`src/rtl/data_sync.sv`:
```
// data_sync: multi-bit CDC receiver capturing a quasi-static bus on the synchronised enable rising edge
module data_sync #(
  parameter int NUM_STAGES = 2,
  parameter int BUS_WIDTH  = 8,
  parameter int CNT_WIDTH  = 8
) (
  input  logic                 CLK,
  input  logic                 RST,
  input  logic [BUS_WIDTH-1:0] UNSYNC_BUS,
  input  logic                 BUS_EN,
  input  logic                 OUT_READY,
  output logic [BUS_WIDTH-1:0] SYNC_BUS,
  output logic                 ENABLE_PULSE,
  output logic                 OUT_VALID,
  output logic                 OVERRUN,
  output logic [CNT_WIDTH-1:0] OVR_CNT
);
  typedef enum logic {EMPTY, FULL} state_t;
  logic [NUM_STAGES-1:0] r_sync;
  logic                  r_en_q;
  state_t                r_state;
  state_t                w_next;
  logic                  w_cap;
  logic                  w_ovr;
  assign w_cap = r_sync[NUM_STAGES-1] & ~r_en_q;
  assign w_ovr = w_cap & (r_state == FULL) & ~OUT_READY;
  // enable synchroniser chain plus delayed copy for rising-edge detection
  always_ff @(posedge CLK or negedge RST) begin
    if (!RST) begin
      r_sync <= '0;
      r_en_q <= 1'b0;
    end else begin
      r_sync <= {r_sync[NUM_STAGES-2:0], BUS_EN};
      r_en_q <= r_sync[NUM_STAGES-1];
    end
  end
  // handshake state register
  always_ff @(posedge CLK or negedge RST) begin
    if (!RST) r_state <= EMPTY;
    else      r_state <= w_next;
  end
  // next state: a capture always leaves a word held; otherwise a ready consumer drains it
  always_comb begin
    w_next = (r_state == EMPTY) ? (w_cap ? FULL : EMPTY) : ((w_cap || !OUT_READY) ? FULL : EMPTY);
  end
  // handshake output decode
  always_comb begin
    OUT_VALID = (r_state == FULL);
  end
  // data capture only on the detected edge, plus overrun strobe and saturating count
  always_ff @(posedge CLK or negedge RST) begin
    if (!RST) begin
      SYNC_BUS     <= '0;
      ENABLE_PULSE <= 1'b0;
      OVERRUN      <= 1'b0;
      OVR_CNT      <= '0;
    end else begin
      if (w_cap) SYNC_BUS <= UNSYNC_BUS;
      ENABLE_PULSE <= w_cap;
      OVERRUN      <= w_ovr;
      if (w_ovr && !(&OVR_CNT)) OVR_CNT <= OVR_CNT + CNT_WIDTH'(1);
    end
  end
endmodule

```
`config.mk`:
```
export PLATFORM = sky130hd
export DESIGN_NAME = data_sync
export DESIGN_NICKNAME = d
export VERILOG_FILES = /design/src/rtl/data_sync.sv
export SDC_FILE = /design/constraint.sdc
export NUM_CORES = 1
export LEC_CHECK = 0
export ABC_AREA = 1
export CAP_MARGIN = 20
export CELL_PAD_IN_SITES_DETAIL_PLACEMENT = 1
export CELL_PAD_IN_SITES_GLOBAL_PLACEMENT = 2
export CORE_MARGIN = 2
export CORE_UTILIZATION = 25
export DETAILED_ROUTE_END_ITERATION = 6
export PLACE_DENSITY = 0.82
export SLEW_MARGIN = 15
export SYNTH_ARGS = -nofsm -noshare
export SYNTH_HDL_FRONTEND = slang
export SYNTH_SLANG_ARGS = --single-unit
```
`constraint.sdc`:
```
create_clock -name CLK -period 1.6 [get_ports CLK]
set_input_delay 0.16 -clock CLK [delete_from_list [all_inputs] [get_ports CLK]]
set_output_delay 0.16 -clock CLK [all_outputs]
set_load 0.05 [all_outputs]
```
Yosys cells after proc, flatten, opt, wreduce, memory -nomap -nowiden

Cells that the tools add are included.

Bits in registers: 22
Input port bits: 12
Output and inout port bits: 19
Word-level logic and storage cells: 21

$add $sub $neg: 1
Mux-type cells: 3
Bitwise gates (word level): 5
Reduce and logical (&&, ||, !) cells: 5

Operator list:

| operator            | count |
|---|---|
| $add 8x1->8 const B | 1 |
| $reduce_and 8->1    | 1 |
| $and 1x1->1         | 3 |
| $mux 1              | 3 |
| $logic_not 1->1     | 2 |
| $not 1->1           | 2 |
| $logic_and 1x1->1   | 1 |
| $logic_or 1x1->1    | 1 |

Longest topological paths before layout

Depth in word-level cells: 5
Mapped depth: 7
Gate-level depth less buffers: 7

Worst setup path before layout

No wires, ideal clock.

Path kind: register -> register
Start point: register OVR_CNT[0]
End point: register OVR_CNT[2]
Setup time: 0.074 ns
Arrival: 1.472 ns
Slack: 0.054 ns
Cell stages (with the launch flop): 8
Buffers on the path: 0
Period minus slack after synthesis: 1.546 ns
Cells stage by stage: dfrtp_1 > ha_1 > nand2_1 > nor2_2 > nand2_4 > nand2_4 > nand2_1 > o21ai_2

Cells in the longest elaborated chain, start to end: 3
Elaborated cells between the ends (all ways): 4
Those cells by class: add/sub: 1; reduce/logical: 3

RTL lines:

| what                                                | line | text |
|---|---|---|
| start, declared                                     | 16   | `output logic [CNT_WIDTH-1:0] OVR_CNT` |
| start signal, assigned                              | 61   | `if (w_ovr && !(&OVR_CNT)) OVR_CNT <= OVR_CNT + CNT_WIDTH'(1);` |
| branches (longest 3 deep; another with $add 8x1->8) | --   |  |

Parallel ways; which one is timed is not known.
A chain may end at the register's enable or synchronous reset.

Worst setup path in the final report

Same ends and word-level chain as after synthesis.

==> results <==
- Counting distinct cell types in the post-synthesis netlist gives 18.
- CTS placed an instance of clkbuf_8 at the clock tree root.
- The maximum achievable frequency is ~760 MHz.
- The clock buffer count from CTS is 3.
- The power per cell area is between 1000 and 1500 mW/mm^2.
- The fraction of synthesis flops using an asynchronous set or reset pin is 100%.
- The fraction of the cycle the final worst path needs is between 80% and 90%.
- The data arrival at the endpoint of the critical path is around 1.5 ns.
- The launching instance or port of the critical path is OVR_CNT[0].
- The critical path's slowest cell is dfrtp_1.
- The first global-routing pass estimated between 3 and 4 mm of wire.
- After detailed routing, no signal wire sits above met3.
- The starting density of the core is approximately a quarter.
- Wires add up to 2.15 mm.
- After detailed routing, the average wire length per cell comes to between 10 and 15 um.
- The portion of the post-synthesis area used by sequential elements is between 50% and 60%.
- The logic depth of the worst register-to-register path is 7.
- The final max-slew violation count came to 0.
- Setup repair after global routing left no endpoint under its margin.
- The count of input and output buffers is 30.
- The average footprint of a synthesized cell is approximately 9 um^2.
- Internal power comes to roughly 1.0 mW.
- Across all setup checks in the final design, the least slack found is 0.291 ns.
- Entering global routing, the biggest net connects 23 pins.
- Clock-pin slew was measured on the worst setup and hold paths at roughly 0.08 ns.
- In the synthesized netlist the dominant register cell turns out to be dfrtp_1.
- The smallest clock period supported by the final layout is computed as roughly 1.3 ns.
- Global routing used between 10% and 20% of the available tracks.
- Prior to clock tree synthesis, the placed netlist has a worst setup slack of between 0.2 and 0.25 ns.
- The first detailed-routing pass ran for 4 iterations.
- The remaining max-slew budget at the tightest pin is 79.7%.
- For this run, the number of Yosys warnings is 0.
- The number of sinks driven by the clock tree is 22.
- The worst setup path is of the reg -> reg kind.
- The synthesized design contains 0 enable-type register cells.
- For the final database, setup skew stands at 0.00242 ns.
- The reported max-cap violation count is 0.
- The die covers around 0.0043 mm^2.
- Summed over all nets, wire length on met2 after detailed routing comes to approximately 1.1 mm.
- The register bit count reported by yosys is 22.
- The insertion delay to the later sink of the worst-skew pair is 0.26 ns.
- STA classifies the critical path endpoint as a flip-flop.
- Walking the worst path, the cells encountered are ha_1, nand2_1, nor2_2, nand2_4, nand2_4, nand2_1, o21ai_2.
- The required time of the worst setup path is between 1.5 and 2 ns.
- The startpoint identified for the worst register-to-register timing path is OVR_CNT[0].
- The horizontal die dimension is between 60 and 70 um.
- The flow ran to the end, and the final reports show no timing, DRC or antenna violations.
- The cell area after technology mapping is roughly 950 um^2.
- The clock tree from TritonCTS is done.
- The worst-case IR drop observed on VDD is 380 uV.
- The transition at the pin with the smallest max-transition slack is about 0.30 ns.
- Leaving out fill and tap cells, the most frequent cell in the layout is nand2_1.
- Excluding fillers, the count of instances in the completed layout stands at roughly 190.
- The setup TNS after final layout is 0 ns.
- The share of total power dissipated in the clock network is about a quarter.
- The total overflow left after global routing is 0.
- Setup violations remaining at the end of the flow were counted as 0.
- The count of nets after finishing is 155.
- The count of H-tree levels built during CTS is 1.
- The number of nets produced by synthesis is 120.
- The detailed-route wire length on metal 1 is around 940 um.
- The die height is roughly 66 um.
- The quantity of hold-fixing buffers added after cts is 0.
- Once placement completed, the tool counted placed cells totaling 185.
- Detailed routing placed a total of ~130 um of wire on met3.
- The layout filler cell count is about 430.
- The clock passes through at most 2 buffers.
- The switching power as a share of total power is 36.7%.
- On the worst path, the slowest cell contributes a delay of about 0.42 ns.
- Gates resized during post-CTS repair numbered 0.
- Once detail routing completed, the nets flagged for antenna violations numbered 0.
- The via density per instance is approximately 4.4.
- STA classifies the critical path startpoint as a flip-flop.
- In the final layout, the share of cells above drive strength 1 is 24.1%.
- The portion of total power attributed to combinational logic is roughly 32%.
- After floorplanning, the core was divided into 22 placement rows.
- In the layout the commonest cells are nand2_1 (50), dfrtp_1 (22), buf_4 (21).
- The post-CTS setup buffer count is 0.
- In this run the worst hold path is classified as in -> async.
- The number of DRC markers in iteration 0 is 18.
- The number of antenna violations at the first check in global routing is 0.
- The routed layout has around 830 vias.
- The total area inside the core boundary comes to approximately 0.0037 mm^2.
- The total I/O pin count is 31.
- The post-detailed-placement half-perimeter wirelength is 1.64 mm.
- The number of inserted diodes is 0.
- The number of global-route vias before repair is just under 900.
- From synthesis to final layout, the design area changed by 38.9%.
- Counting every instance in the synthesized netlist gives around 110.
- The sequential cell fraction of total power is 43.0%.
- Of all nets on the critical path, the largest fanout is 7.
- The static leakage power is 0.686 nW.
- The final weighted congestion of routability-driven global placement is around 0.76.
- The post-route DRC violation count is 0.
- The overall power is 1.60 mW.
- Summed over all nets, the switching power comes to roughly 590 uW.
- The count of endpoints failing hold in the final timing report is 0.
-- power groups by stage --
stage	registers [mW]	clock network, mW	logic, mW
after floorplan	0.918	0	0.118
after global placement	0.696	0	0.521
after detailed placement	0.698	0	0.526
after CTS	0.689	0.415	0.526
after global routing	0.699	0.439	0.550
final	0.687	0.393	0.516
-- worst max-delay path, delay by kind of cell, from the launching register on --
kind | cells | cell delay [ns]
adder cells (fa/ha/maj) | 1 | 0.24
AND/OR/NAND/NOR | 5 | 0.49
flip-flops | 1 | 0.42
AO/OA/AOI/OAI | 1 | 0.05
-- worst paths after layout --
| check | end | slack [ns] |
|---|---|---|
| setup / recovery | OVR_CNT[2] | 0.29 |
| hold / removal | OVR_CNT[4] | 0.25 |
| setup reg to reg | OVR_CNT[2] | 0.29 |
| hold reg to reg | r_sync[1] | 0.35 |
| max in group asynchronous | OVR_CNT[5] | 1.12 |
| min in group CLK | r_sync[0] | 0.34 |
-- sequential cells by signal, summed over array words and instances (netlist names) --
name,count
OVR_CNT,8
SYNC_BUS,8
r_sync,2
ENABLE_PULSE,1
OUT_VALID,1
OVERRUN,1
r_en_q,1
-- cell type report --
cell class	instances	area (um^2)	area share [%]
sequential	22	551	41.7
tap	48	60.1	4.55
inverter	9	33.8	2.56
timing repair buffer	32	268	20.3
clock buffer	4	55.1	4.17
multi-input combinational	74	354	26.8
-- metal layers --
| layer | up-vias | track usage (%) |
|---|---|---|
| met5 | - | 0 |
| met4 | 0 | 2.34 |
| met3 | 0 | 2.91 |
| met2 | 23 | 19.1 |
| met1 | 405 | 14.1 |
| li1 | 397 | - |
-- stage by stage --
step           cell area (um^2)  utilization (%)  hold WS [ns]
2_1_floorplan               951                -        -0.136
3_3_place_gp               1270             34.6         0.333
3_5_place_dp               1270             34.6         0.340
4_1_cts                    1320             36.1         0.264
5_1_grt                    1320             36.1         0.283
6_report                   1320             36.1         0.251
-- cell usage after synthesis, types with 2 or more instances --
library cell / number / area share (%)
nor2_4: 2 / 2.4
nor2_1: 2 / 0.79
nand4_1: 3 / 2.0
nand3_1: 8 / 4.2
dfrtp_1: 22 / 58
nand2_1: 50 / 20
inv_2: 2 / 0.79
inv_1: 7 / 2.8
nand2_4: 2 / 2.4
-- logic make-up (layout without fill, tap and decap cells) --
kind of cell	Yosys count	count (layout)	synth area share, %
flops	22	22	57.9
fa+ha+maj	1	1	1.32
simple gates	70	70	33.6
compound gates	2	2	1.45
xor+xnor	1	1	0.921
buf+inv	11	45	4.87
Power figures use the tool's default switching activity.
